## src/rtl/card_pile_pkg.sv

```systemverilog
// Shared definitions for the card-storage request/done handshake.
// Op encodings, pile ids, capacity and out1 field layout.
package card_pile_pkg;

  typedef enum logic [1:0] {
    OP_PUSH  = 2'd0,
    OP_DRAW  = 2'd1,
    OP_FILL  = 2'd2,
    OP_COUNT = 2'd3
  } op_e;

  typedef enum logic [1:0] {
    PILE_DECK   = 2'd0,
    PILE_PLAYER = 2'd1,
    PILE_COM    = 2'd2,
    PILE_BAD    = 2'd3
  } pile_e;

  localparam int MAX_CARDS_DEF = 52;
  localparam int MEM_WORDS     = 192;

  localparam int OUT_ERR_BIT  = 15;
  localparam int OUT_CNT_LSB  = 8;
  localparam int OUT_CARD_LSB = 0;

  function automatic logic [15:0] pack_out(
    input logic       err,
    input logic [5:0] cnt,
    input logic [5:0] card
  );
    logic [15:0] r;
    r = '0;
    r[OUT_ERR_BIT] = err;
    r[OUT_CNT_LSB +: 6] = cnt;
    r[OUT_CARD_LSB +: 6] = card;
    return r;
  endfunction

endpackage

```

## src/rtl/card_pile_server_mem.sv

```systemverilog
// 192 x 6 single-port RAM, synchronous read with one cycle latency.
// A write cycle leaves the read register untouched.
module card_mem
  import card_pile_pkg::*;
(
  input  logic       clock,
  input  logic       we,
  input  logic [7:0] addr,
  input  logic [5:0] wdata,
  output logic [5:0] rdata
);

  localparam logic [7:0] LAST_ADDR = 8'(MEM_WORDS - 1);

  logic [5:0] mem_q [0:MEM_WORDS-1];

  always_ff @(posedge clock) begin
    if (we) begin
      if (addr <= LAST_ADDR) mem_q[addr] <= wdata;
    end else begin
      rdata <= (addr <= LAST_ADDR) ? mem_q[addr] : 6'd0;
    end
  end

endmodule

```

## src/rtl/card_pile_server.sv

```systemverilog
// Card pile server: push, indexed draw-and-remove, fill and count
// on three piles held in one shared RAM.
module card_pile_server
  import card_pile_pkg::*;
#(
  parameter int MAX_CARDS = MAX_CARDS_DEF
) (
  input  logic        clock,
  input  logic        resetn,
  input  logic        enable,
  input  logic [1:0]  select_op,
  input  logic [9:0]  arg1,
  input  logic [9:0]  arg2,
  output logic        finished_op,
  output logic [15:0] out1
);

  typedef enum logic [3:0] {
    S_IDLE, S_DECODE, S_MOD, S_RD, S_CAP, S_SH_RD,
    S_SH_WR, S_PUSH_WR, S_FILL_WR, S_DONE, S_GAP
  } state_e;

  localparam logic [5:0] MAXC     = 6'(MAX_CARDS);
  localparam logic [5:0] LAST_IDX = 6'(MAX_CARDS - 1);

  state_e      state_q;
  op_e         op_q;
  pile_e       pile_q;
  logic [9:0]  arg2_q;
  logic [9:0]  idx_q;
  logic [5:0]  card_q;
  logic [1:0]  suit_q;
  logic [3:0]  rank_q;
  logic [5:0]  cnt_q [0:3];
  logic        finished_q;
  logic [15:0] out1_q;

  logic        mem_we;
  logic [7:0]  mem_addr;
  logic [5:0]  mem_wdata;
  logic [5:0]  mem_rdata;

  logic [5:0]  cur_cnt;
  logic [9:0]  cnt10;
  logic [9:0]  idx0;
  logic [9:0]  idx_sub;
  logic [5:0]  pos;
  logic        more_cap;
  logic        more_wr;
  logic        req_err;
  logic        unused_arg1;

  assign unused_arg1 = ^arg1[9:2];

  // Id 3 never gets written, so its slot always reads 0.
  assign cur_cnt  = cnt_q[pile_q];
  assign cnt10    = {4'd0, cur_cnt};
  assign idx0     = (arg2_q == 10'd0) ? 10'd0 : arg2_q - 10'd1;
  assign idx_sub  = idx_q - cnt10;
  assign pos      = idx_q[5:0];
  assign more_cap = ({1'b0, pos} + 7'd1) < {1'b0, cur_cnt};
  assign more_wr  = ({1'b0, pos} + 7'd2) < {1'b0, cur_cnt};
  assign req_err  = (pile_q == PILE_BAD)
                 || (op_q == OP_PUSH && cur_cnt == MAXC)
                 || (op_q == OP_DRAW && cur_cnt == 6'd0);

  always_comb begin
    mem_we    = 1'b0;
    mem_addr  = {pile_q, pos};
    mem_wdata = '0;
    unique case (state_q)
      S_SH_RD: mem_addr = {pile_q, pos + 6'd1};
      S_SH_WR: begin
        mem_we    = 1'b1;
        mem_wdata = mem_rdata;
      end
      S_PUSH_WR: begin
        mem_we    = 1'b1;
        mem_addr  = {pile_q, cur_cnt};
        mem_wdata = arg2_q[5:0];
      end
      S_FILL_WR: begin
        mem_we    = 1'b1;
        mem_wdata = {suit_q, rank_q};
      end
      default: ;
    endcase
  end

  card_mem u_mem (
    .clock (clock),
    .we    (mem_we),
    .addr  (mem_addr),
    .wdata (mem_wdata),
    .rdata (mem_rdata)
  );

  always_ff @(posedge clock) begin
    if (!resetn) begin
      state_q    <= S_IDLE;
      op_q       <= OP_PUSH;
      pile_q     <= PILE_DECK;
      arg2_q     <= '0;
      idx_q      <= '0;
      card_q     <= '0;
      suit_q     <= '0;
      rank_q     <= '0;
      finished_q <= 1'b0;
      out1_q     <= '0;
      for (int p = 0; p < 4; p++) cnt_q[p] <= '0;
    end else begin
      finished_q <= 1'b0;
      unique case (state_q)
        S_IDLE: if (enable) begin
          op_q    <= op_e'(select_op);
          pile_q  <= pile_e'(arg1[1:0]);
          arg2_q  <= arg2;
          state_q <= S_DECODE;
        end
        S_DECODE: begin
          idx_q <= idx0;
          if (req_err) begin
            out1_q     <= pack_out(1'b1, cur_cnt, 6'd0);
            finished_q <= 1'b1;
            state_q    <= S_DONE;
          end else begin
            unique case (op_q)
              OP_PUSH: state_q <= S_PUSH_WR;
              OP_DRAW: state_q <= (idx0 < cnt10) ? S_RD : S_MOD;
              OP_FILL: begin
                idx_q   <= '0;
                suit_q  <= '0;
                rank_q  <= 4'd1;
                state_q <= S_FILL_WR;
              end
              OP_COUNT: begin
                out1_q     <= pack_out(1'b0, cur_cnt, 6'd0);
                finished_q <= 1'b1;
                state_q    <= S_DONE;
              end
              default: state_q <= S_DONE;
            endcase
          end
        end
        S_MOD: begin
          idx_q <= idx_sub;
          if (idx_sub < cnt10) state_q <= S_RD;
        end
        S_RD: state_q <= S_CAP;
        S_CAP: begin
          card_q <= mem_rdata;
          if (more_cap) begin
            state_q <= S_SH_RD;
          end else begin
            cnt_q[pile_q] <= cur_cnt - 6'd1;
            out1_q        <= pack_out(1'b0, cur_cnt - 6'd1, mem_rdata);
            finished_q    <= 1'b1;
            state_q       <= S_DONE;
          end
        end
        S_SH_RD: state_q <= S_SH_WR;
        S_SH_WR: begin
          idx_q <= idx_q + 10'd1;
          if (more_wr) begin
            state_q <= S_SH_RD;
          end else begin
            cnt_q[pile_q] <= cur_cnt - 6'd1;
            out1_q        <= pack_out(1'b0, cur_cnt - 6'd1, card_q);
            finished_q    <= 1'b1;
            state_q       <= S_DONE;
          end
        end
        S_PUSH_WR: begin
          cnt_q[pile_q] <= cur_cnt + 6'd1;
          out1_q        <= pack_out(1'b0, cur_cnt + 6'd1, arg2_q[5:0]);
          finished_q    <= 1'b1;
          state_q       <= S_DONE;
        end
        S_FILL_WR: begin
          idx_q <= idx_q + 10'd1;
          if (rank_q == 4'd13) begin
            rank_q <= 4'd1;
            suit_q <= suit_q + 2'd1;
          end else begin
            rank_q <= rank_q + 4'd1;
          end
          if (pos == LAST_IDX) begin
            cnt_q[pile_q] <= MAXC;
            out1_q        <= pack_out(1'b0, MAXC, 6'd0);
            finished_q    <= 1'b1;
            state_q       <= S_DONE;
          end
        end
        S_DONE: state_q <= S_GAP;
        S_GAP:  state_q <= S_IDLE;
        default: state_q <= S_IDLE;
      endcase
    end
  end

  assign finished_op = finished_q;
  assign out1        = out1_q;

endmodule

```

## config.mk

```make
export PLATFORM = sky130hd
export DESIGN_NAME = card_pile_server
export DESIGN_NICKNAME = d
export VERILOG_FILES = /design/src/rtl/card_pile_pkg.sv /design/src/rtl/card_pile_server_mem.sv /design/src/rtl/card_pile_server.sv
export SDC_FILE = /design/constraint.sdc
export NUM_CORES = 1
export LEC_CHECK = 0
export CAP_MARGIN = 20
export CORE_ASPECT_RATIO = 0.7
export CORE_MARGIN = 1
export CORE_UTILIZATION = 40
export CTS_CLUSTER_SIZE = 8
export DETAILED_ROUTE_END_ITERATION = 12
export PLACE_DENSITY = 0.55
export SKIP_CTS_REPAIR_TIMING = 1
export SYNTH_ARGS = -nofsm -noshare
export SYNTH_HDL_FRONTEND = slang
export SYNTH_SLANG_ARGS = --single-unit
```

## constraint.sdc

```tcl
create_clock -name clock -period 6.5 [get_ports clock]
set_clock_uncertainty 0.2 [all_clocks]
set_input_delay 1.3 -clock clock [delete_from_list [all_inputs] [get_ports clock]]
set_output_delay 1.3 -clock clock [all_outputs]
set_load 0.03 [all_outputs]
```

==> results.sh <==
export IMPL_design_core_area_mm2=0.122
export IMPL_synth_top_cell_area_share_pct=71.7
export IMPL_final_net_count=3397
export IMPL_path_buf_inv=2
export IMPL_max_slew_margin_pct=20.6
export IMPL_hp_start="card_q[1]"
export IMPL_slew_violations=0
export IMPL_layout_min_cycle_time_ns=5.50
export IMPL_ys_seq_area_share_pct=73.9
export IMPL_avgSynthCellArea_um2=15.1
export IMPL_crit_fanout=47
export IMPL_wire_per_inst_um=30.0
export IMPL_slowest_delay_ns=1.02
export IMPL_final_cell_mix="1182 x edfxtp_1, 280 x nor2_1, 274 x a22oi_1, 213 x nand2_1, 176 x clkbuf_16"
export IMPL_place_gp_congestion=0.870
export IMPL_reg2reg_to="u_mem.rdata[0]"
export IMPL_hpwl_um=89100
export IMPL_worstHoldPathCells=2
export IMPL_final_common_cell="edfxtp_1"
export IMPL_clk_pin_slew_ns=0.06
export IMPL_ios=42
export IMPL_synth_edf_count=1182
export IMPL_worstPathRequired_ns=6.84
export IMPL_critPathKind="flip-flop to flip-flop"
export IMPL_firstDrtPassIters=5
export IMPL_cp_top_family="compound AO/OA/AOI/OAI gates"
export IMPL_cp_slowest_cell="nor4_1"
export IMPL_drt_iter0_markers=4120
export IMPL_tightest_slew_ns=1.18
export IMPL_die_h_um=296
export IMPL_rows=107
export IMPL_crit_path_end_kind="flip-flop"
export IMPL_cp_arrival_ns=5.84
export IMPL_vias_per_cell=6.23
export IMPL_drc=0
export IMPL_die_area_mm2=0.125
export IMPL_grt_overflow_total=0
export IMPL_reg2reg_from="state_q[1]"
export IMPL_fin_area_mm2=0.0563
export IMPL_status="completed"
export IMPL_diodes=0
export IMPL_ys_warn_count=0
export IMPL_synth_area_leader_cell="edfxtp_1"
export IMPL_cts_buffers=172
export IMPL_whs_endpoint="card_q[1]"
export IMPL_initial_utilization_pct=40.5
export IMPL_htreeDepth=4
export IMPL_clkLatencyLatePin_ns=0.79
export IMPL_areaGrowthSynthToFinish_pct=13.6
export IMPL_peakVddDrop_mv=0.321
export IMPL_hp_class="flip-flop to flip-flop"
export IMPL_wl_um=150000
export IMPL_ys_flop_type="edfxtp_1"
export IMPL_placed_area_mm2=0.0516
export IMPL_grt_first_pass_wirelength_um=214000
export IMPL_syn_cell_area_mm2=0.0495
export IMPL_clockBufferDepth=3
export IMPL_synth_cells=3282
export IMPL_synthTopCellsByArea="edfxtp_1 72%, a22oi_1 4.2%, dfxtp_1 2.3%"
export IMPL_crit_chain="buf_4 > and4b_1 > nand2b_4 > o211a_4 > buf_12 > a22o_1 > a221oi_1 > o22ai_1 > nor4_1 > o221ai_1 > o31a_1"
export IMPL_synthArstFlopShare_pct=0
export IMPL_setup_viol=0
export IMPL_track_usage_pct=23.6
export IMPL_ff2ff_setup_slack_ns=1.0
export IMPL_vias=31200
export IMPL_timing_fmax_mhz=182
export IMPL_ant_nets=0
export IMPL_cts_sinks=1238
export IMPL_antenna_found_initial=1
export IMPL_grt_max_degree=134
export IMPL_synth_cell_types=93
export IMPL_grt_pass1_vias=29000
export IMPL_hold_ws_ns=0.264
export IMPL_rsz0062_at_grt="false"
export IMPL_numPortBuffers=30
export IMPL_cap_violations=0
export IMPL_finalCritPeriodShare_pct=84.7
export IMPL_hold_viol=0
export IMPL_powerDensity_mw_per_mm2=412
export IMPL_drive_above_1_share_pct=10.2
export IMPL_ys_seq_elements=1238
export IMPL_dieWidth_um=423
export IMPL_final_setup_tns_ns=0
export IMPL_worstRegToRegCells=11
export IMPL_cts_tree="done"
export IMPL_cts_root_buf="clkbuf_16"
export IMPL_leakagePower_uw=0.0182
export IMPL_worstSetupStartpointType="flip-flop"
[through the flow]
step / total power [uW] / util, % / worst slack [ns] / instances
final: 23200 / 46.1 / 0.996 / 5000
after CTS: 23100 / 46.0 / 1.21 / 4996
after global placement: 15200 / 42.2 / 1.25 / 4793
after global routing: 23900 / 46.1 / 0.888 / 5000
after detailed placement: 15200 / 42.2 / 1.23 / 4794
after floorplan: 12900 / - / 2.07 / 3284
[cell families (layout without fill, tap and decap cells)]
kind of cell	after synthesis	after routing	share of synthesized area, %
flops	1238	1238	73.9
compound gates	876	876	13.8
simple gates	793	793	7.35
buf+inv	276	357	2.71
fa+ha+maj	36	36	0.919
xor+xnor	31	31	0.548
mux	31	31	0.786
other cells	1	3	0.00757
[tightest hold or removal path: stages (launching register included)]
cell	delay [ns]
dfxtp_1	0.30
nand2_1	0.05
a21boi_0	0.06
[state kept, by name, indices dropped and copies added (netlist names), named ones only]
register and count:
state_q 4, finished_op 1, rank_q 4, arg2_q 10
op_q 2, suit_q 2, out1 13, u_mem.rdata 6
pile_q 2, idx_q 10, card_q 6, u_mem.mem_q 1152
cnt_q 24
[worst max path at each step]
stage,start,end,slack (ns),cells past startpoint
after floorplan,state_q[1],u_mem.mem_q[0][4],2.07,6
after global placement,state_q[1],u_mem.rdata[3],1.25,11
after detailed placement,state_q[1],u_mem.rdata[3],1.23,11
after CTS,state_q[1],u_mem.rdata[3],1.21,11
after global routing,state_q[1],u_mem.rdata[3],0.89,11
final,state_q[1],u_mem.rdata[0],1.0,11
[final cells by class]
| type | instances | area [um2] |
|---|---|---|
| clock buffer | 190 | 4460 |
| clock inverter | 12 | 171 |
| fill | 10600 | 65900 |
| inverter | 26 | 128 |
| multi-input combinational | 1770 | 11600 |
| sequential | 1238 | 36600 |
| tap | 1635 | 2050 |
| timing repair buffer | 129 | 1240 |
[synth_stat cells, types with 19 or more instances]
library cell	number
a211oi_1	28
a21boi_0	22
a21oi_1	75
a221oi_1	80
a222oi_1	45
a22o_1	44
a22oi_1	274
a31oi_1	40
a32oi_1	111
and3_1	29
buf_2	107
clkbuf_1	99
dfxtp_1	56
edfxtp_1	1182
ha_1	34
inv_1	24
mux2i_1	22
nand2_1	217
nand3_1	99
nand4_1	37
nor2_1	283
nor2b_1	23
nor3_1	34
nor4_1	19
o21ai_0	38
o22ai_1	29
xnor2_1	23
[layer usage]
layer	vias up	part of all wire [%]	GRT usage, %
met2	1653	41	32.0
met3	216	10	5.08
met1	15900	46	37.6
met5	-	0	0
met4	0	2.1	6.59
li1	13300	-	-
[report_power, final]
group | internal, uW | switching [uW]
Sequential | 8880 | 191
Clock | 4770 | 3230
Combinational | 1810 | 4300
Total | 15500 | 7720
(Power assumes the default switching activity.)
